--- src/rtl/acc_flag_pkg.sv ---
// Shared definitions for the accumulator/flag unit: ALU control encodings,
// FSM states, flag bit positions and the reset value of the flag register.
package acc_flag_pkg;

   typedef enum logic [2:0] {
      CTRL_ADD = 3'b000,
      CTRL_SUB = 3'b001,
      CTRL_RLC = 3'b010,
      CTRL_RRC = 3'b011,
      CTRL_ANA = 3'b100,
      CTRL_ORA = 3'b101,
      CTRL_XRA = 3'b110,
      CTRL_CMA = 3'b111
   } ctrl_e;

   typedef enum logic [1:0] {
      ST_IDLE = 2'b00,
      ST_EXEC = 2'b01,
      ST_DONE = 2'b10
   } state_e;

   // Flag register layout {S,Z,0,AC,0,P,1,CY}
   localparam int FLAG_S   = 7;
   localparam int FLAG_Z   = 6;
   localparam int FLAG_Z5  = 5;
   localparam int FLAG_AC  = 4;
   localparam int FLAG_Z3  = 3;
   localparam int FLAG_P   = 2;
   localparam int FLAG_ONE = 1;
   localparam int FLAG_CY  = 0;

   localparam logic [7:0] FLAGS_RESET = 8'h02;

   // P flag is set when the result holds an even number of ones
   function automatic logic even_parity(input logic [7:0] v);
      return ~(^v);
   endfunction

endpackage

--- src/rtl/acc_flag_unit_flag_gen.sv ---
// Combinational next-flag generator. Aux-carry support is compiled in only
// when AUX_CARRY_EN is defined; otherwise flag bit 4 is held at 0.
module flag_gen
   import acc_flag_pkg::*;
(
   input  logic [7:0] acc_old,
   input  logic [7:0] op2,
   input  logic [2:0] ctrl,
   input  logic [7:0] alu_out,
   input  logic [7:0] flags_old,
   output logic [7:0] flags_next
);

   logic carry_add;
   logic borrow_sub;
   assign carry_add  = ((9'(acc_old) + 9'(op2)) >= 9'd256);
   assign borrow_sub = (acc_old < op2);

`ifdef AUX_CARRY_EN
   logic half_carry;
   logic half_borrow;
   assign half_carry  = ((5'(acc_old[3:0]) + 5'(op2[3:0])) >= 5'd16);
   assign half_borrow = (acc_old[3:0] < op2[3:0]);
`endif

   // Select which flags each operation touches; fixed bits forced last
   always_comb begin
      flags_next = flags_old;
      case (ctrl)
         CTRL_ADD, CTRL_SUB, CTRL_ANA, CTRL_ORA, CTRL_XRA: begin
            flags_next[FLAG_S] = alu_out[7];
            flags_next[FLAG_Z] = (alu_out == 8'h00);
            flags_next[FLAG_P] = even_parity(alu_out);
            if (ctrl == CTRL_ADD)
               flags_next[FLAG_CY] = carry_add;
            else if (ctrl == CTRL_SUB)
               flags_next[FLAG_CY] = borrow_sub;
            else
               flags_next[FLAG_CY] = 1'b0;
`ifdef AUX_CARRY_EN
            if (ctrl == CTRL_ADD)
               flags_next[FLAG_AC] = half_carry;
            else if (ctrl == CTRL_SUB)
               flags_next[FLAG_AC] = half_borrow;
            else if (ctrl == CTRL_ANA)
               flags_next[FLAG_AC] = 1'b1;
            else
               flags_next[FLAG_AC] = 1'b0;
`endif
         end
         CTRL_RLC: flags_next[FLAG_CY] = acc_old[7];
         CTRL_RRC: flags_next[FLAG_CY] = acc_old[0];
         default:  flags_next = flags_old;
      endcase
`ifndef AUX_CARRY_EN
      flags_next[FLAG_AC] = 1'b0;
`endif
      flags_next[FLAG_Z5]  = 1'b0;
      flags_next[FLAG_Z3]  = 1'b0;
      flags_next[FLAG_ONE] = 1'b1;
   end

endmodule

--- src/rtl/acc_flag_unit.sv ---
// Accumulator + flag register sequencing one external-ALU operation at a
// time (IDLE -> EXEC -> DONE). Optional aux-carry flag: define AUX_CARRY_EN.
module acc_flag_unit
   import acc_flag_pkg::*;
(
   input  logic       clk,
   input  logic       rst,
   input  logic       req_valid,
   output logic       req_ready,
   input  logic [7:0] req_op2,
   input  logic [2:0] req_ctrl,
   input  logic       acc_load,
   input  logic [7:0] acc_din,
   output logic [7:0] alu_op1,
   output logic [7:0] alu_op2,
   output logic [2:0] alu_ctrl,
   input  logic [7:0] alu_out,
   output logic [7:0] acc,
   output logic [7:0] flags,
   output logic       done
);

   state_e     state_reg, state_next;
   logic [7:0] acc_reg;
   logic [7:0] flags_reg;
   logic [7:0] op2_reg;
   logic [2:0] ctrl_reg;
   logic [7:0] flags_next;
   logic       accept;

   // A direct load wins over a request in the same IDLE cycle
   assign req_ready = (state_reg == ST_IDLE) && !acc_load;
   assign accept    = req_valid && req_ready;
   assign acc       = acc_reg;
   assign flags     = flags_reg;
   assign done      = (state_reg == ST_DONE);

   flag_gen u_flag_gen (
      .acc_old    (acc_reg),
      .op2        (op2_reg),
      .ctrl       (ctrl_reg),
      .alu_out    (alu_out),
      .flags_old  (flags_reg),
      .flags_next (flags_next)
   );

   // State, accumulator, flags and latched request registers
   always_ff @(posedge clk or posedge rst) begin
      if (rst) begin
         state_reg <= ST_IDLE;
         acc_reg   <= 8'h00;
         flags_reg <= FLAGS_RESET;
         op2_reg   <= 8'h00;
         ctrl_reg  <= 3'b000;
      end else begin
         state_reg <= state_next;
         if (state_reg == ST_IDLE && acc_load)
            acc_reg <= acc_din;
         else if (state_reg == ST_EXEC) begin
            acc_reg   <= alu_out;
            flags_reg <= flags_next;
         end
         if (accept) begin
            op2_reg  <= req_op2;
            ctrl_reg <= req_ctrl;
         end
      end
   end

   // Next-state and ALU drive; operands only presented during EXEC
   always_comb begin
      state_next = state_reg;
      alu_op1    = acc_reg;
      alu_op2    = 8'h00;
      alu_ctrl   = 3'b000;
      case (state_reg)
         ST_IDLE: if (accept) state_next = ST_EXEC;
         ST_EXEC: begin
            alu_op2    = op2_reg;
            alu_ctrl   = ctrl_reg;
            state_next = ST_DONE;
         end
         ST_DONE: state_next = ST_IDLE;
         default: state_next = ST_IDLE;
      endcase
   end

endmodule

--- config.mk ---
export PLATFORM = sky130hd
export DESIGN_NAME = acc_flag_unit
export DESIGN_NICKNAME = d
export VERILOG_FILES = /design/src/rtl/acc_flag_pkg.sv /design/src/rtl/acc_flag_unit_flag_gen.sv /design/src/rtl/acc_flag_unit.sv
export SDC_FILE = /design/constraint.sdc
export NUM_CORES = 1
export LEC_CHECK = 0
export CORE_MARGIN = 10
export CORE_UTILIZATION = 47
export CTS_CLUSTER_SIZE = 28
export DETAILED_ROUTE_END_ITERATION = 8
export PLACE_DENSITY = 0.85
export REMOVE_ABC_BUFFERS = 1
export SYNTH_ARGS = -nofsm -noshare
export SYNTH_HDL_FRONTEND = slang
export SYNTH_SLANG_ARGS = --single-unit
--- constraint.sdc ---
create_clock -name clk -period 3.7 [get_ports clk]
set_input_delay 0.555 -clock clk [delete_from_list [all_inputs] [get_ports clk]]
set_output_delay 0.555 -clock clk [all_outputs]
set_load 0.02 [all_outputs]
==> results.toml <==
[clock_network]
cts_tree = "done"
clkSlewWorstSetupHoldPaths_ns = 0.09
numClockSinks = 25
clk_latency_ns = 0.28
clockRootBuffer = "clkbuf_8"
htreeDepth = 1
clock_path_buffers = 2
postCtsResizedCells = 0
cts_made_buffers = 3
hold_buffers = 0
cts_setup_buffers = 0

[logic_synthesis]
synthCells = 181
yosys.area.top_type = "dfrtp_1"
avgSynthCellArea_um2 = 9.64
synth_top_area_share_pct = 35.8
seq_area_frac_synth_pct = 35.8
ys_warn_count = 0
netlist_area_mm2 = 0.00175
ys_types = 42
ys_seq_elements = 25
ys_top_cells_by_area = "dfrtp_1 36%, ha_1 13%, buf_4 5.2%, inv_1 4.3%, a22oi_1 3.4%"

[worst_setup_path]
crit_type = "flip-flop to output port"
cp_max_fo = 13
worstRegToRegCells = 3
cp-start-kind = "flip-flop"
required_ns = 3.14
arrival_ns = 2.30
cp-end-kind = "output port"

[layout]
area_delta_synth_final_pct = 34.0
nFillCells = 316
num_antenna_cells = 0
layout.nets = 283
drive_gt1_share_pct = 8.15
final_cell_mix = "63 x clkdlybuf4s50_1, 25 x dfrtp_1, 20 x inv_1, 18 x ha_1"
final_util_pct = 64.4
layout_commonest_cell = "clkdlybuf4s50_1"

[placed_design]
dp_hpwl_mm = 3.58
gp_congestion = 0.803
io_buffers = 63

[power]
p_leak_uw = 0.00103
ir_drop_uv = 195
p_per_area_mw_per_mm2 = 424
seqPwrFrac_pct = 39.2
swShare_pct = 37.1
p_int_uw = 624
power_frac_comb_pct = 43.8
p_clk_share_pct = 17.0
power_uw = 992
switchingPower_uw = 368

[floorplanning]
core_mm2 = 0.00363
ios = 68
initial_core_util_pct = 48.0
placementRows = 22
die_h_um = 80.9
die-area_mm2 = 0.00655
chipWidth_um = 80.9

[detailed_routing]
antenna_left = 0
route.vias.total = 1429
wl_per_cell_um = 16.3
drtIter0Drc = 84
viasPerCell = 5.09
routed_wl_mm = 4.59
firstDrtPassIters = 4
drc = 0

[run_status]
status = "finished, final reports clean"

[sta]
fin_crit_ns = 2.86
worstMarginPinSlew_ns = 0.997
fin_crit_sh_pct = 77.3
finalClockSkew_ns = 0.00853
drv_slew = 0
rsz0062_at_grt = "false"
max_freq_ghz = 0.350
setup_tns_ns = 0
relSlewSlack_pct = 33.5
finalSetupViolations = 0
hold_viol = 0

[hold_path]
holdPathStages = 1
min_path_type = "flip-flop to flip-flop"

[run]
max_cap_violations = 0

[global_routing]
grt_pass1_wl_mm = 7.38
grtUsageTotal_pct = 14.1
antenna_found_initial = 0
grt_overflow = 0
grt_max_degree = 26
grt_pass1_vias = 1487
==> power groups by stage <==
stage          logic (µW)  registers [µW]  clock network, µW
6_report              434             389                169
5_1_grt               471             398                179
4_1_cts               439             389                172
3_5_place_dp          436             395                  0
3_3_place_gp          427             391                  0
2_1_floorplan         199             433                  0
==> cells in the mapped netlist <==
cell type,instances
nor3_2,1
mux2_4,4
nand2_1,11
o21ai_1,6
nor3b_1,1
nor2_1,8
nor4_1,1
o21a_1,1
o21ai_2,2
a21oi_1,6
a32oi_1,1
o21bai_1,2
mux2i_1,1
nand4bb_1,1
a22oi_1,8
buf_2,1
mux2_2,1
nand2b_2,1
ha_1,18
o21ai_0,11
nand4_1,2
inv_1,20
nand2b_1,3
conb_1,2
mux2_1,2
and3_1,1
and2_4,1
dfrtp_1,25
o311ai_2,1
a21oi_4,1
o31ai_1,1
and2_1,4
xnor2_1,3
a31oi_1,1
inv_6,1
nor3_1,2
buf_4,12
nand2_2,2
nor2b_1,7
buf_6,1
buf_12,2
clkbuf_1,1
==> metal layers <==
layer | track usage [%] | vias up | part of all wire [%]
li1 | - | 692 | -
met1 | 16.6 | 675 | 42
met3 | 4.42 | 5 | 8.7
met5 | 0 | - | 0
met2 | 24.2 | 57 | 49
met4 | 3.63 | 0 | 0.94
==> cells by family (layout without fill, tap and decap cells) <==
family / count (synthesis) / in the layout / synth area share (%)
simple gates: 46 / 46 / 14.5
compound gates: 41 / 41 / 15.5
buf+inv: 38 / 88 / 13.4
flops: 25 / 25 / 35.8
fa+ha+maj: 18 / 18 / 12.9
mux: 8 / 8 / 5.95
xor+xnor: 3 / 3 / 1.51
other cells: 2 / 4 / 0.430
==> layout make-up <==
cell class,instances,area [µm²],share of cell area [%]
Clock inverter,1,5.00,0.214
Timing Repair Buffer,63,631,27.0
Sequential cell,25,626,26.7
Inverter,21,83.8,3.58
Tap cell,48,60.1,2.57
Clock buffer,3,41.3,1.76
Multi-Input combinational cell,120,893,38.2
==> path summary, 6_finish.rpt <==
check	end	startpoint	slack, ns
max	alu_ctrl[0]	state_reg[0]$_DFFE_PP0P_	0.84
max reg2reg	flags[7]$_DFFE_PP0P_	state_reg[0]$_DFFE_PP0P_	1.80
min	flags[2]$_DFFE_PP0P_	flags[2]$_DFFE_PP0P_	0.49
min reg2reg	flags[2]$_DFFE_PP0P_	flags[2]$_DFFE_PP0P_	0.49
min in group asynchronous	op2_reg[5]$_DFFE_PP0P_	rst	0.81
max in group asynchronous	op2_reg[1]$_DFFE_PP0P_	rst	2.28
==> worst max-delay path: stages (launching register included) <==
cell and delay, ns:
dfrtp_1 0.62, nand2b_1 0.45, inv_6 0.21, and2_1 0.14
clkdlybuf4s50_1 0.60
==> per-stage QoR <==
step / std cells / worst slack, ns / area (µm²) / hold WS [ns]
global placement: 277 / 1.29 / 2290 / 0.471
finish: 281 / 0.840 / 2340 / 0.494
CTS: 281 / 0.847 / 2340 / 0.500
global route: 281 / 0.692 / 2340 / 0.513
detailed placement: 277 / 1.18 / 2290 / 0.478
floorplan: 166 / 1.95 / 1600 / 0.511
Note: power is estimated with default switching activity, not from simulation.
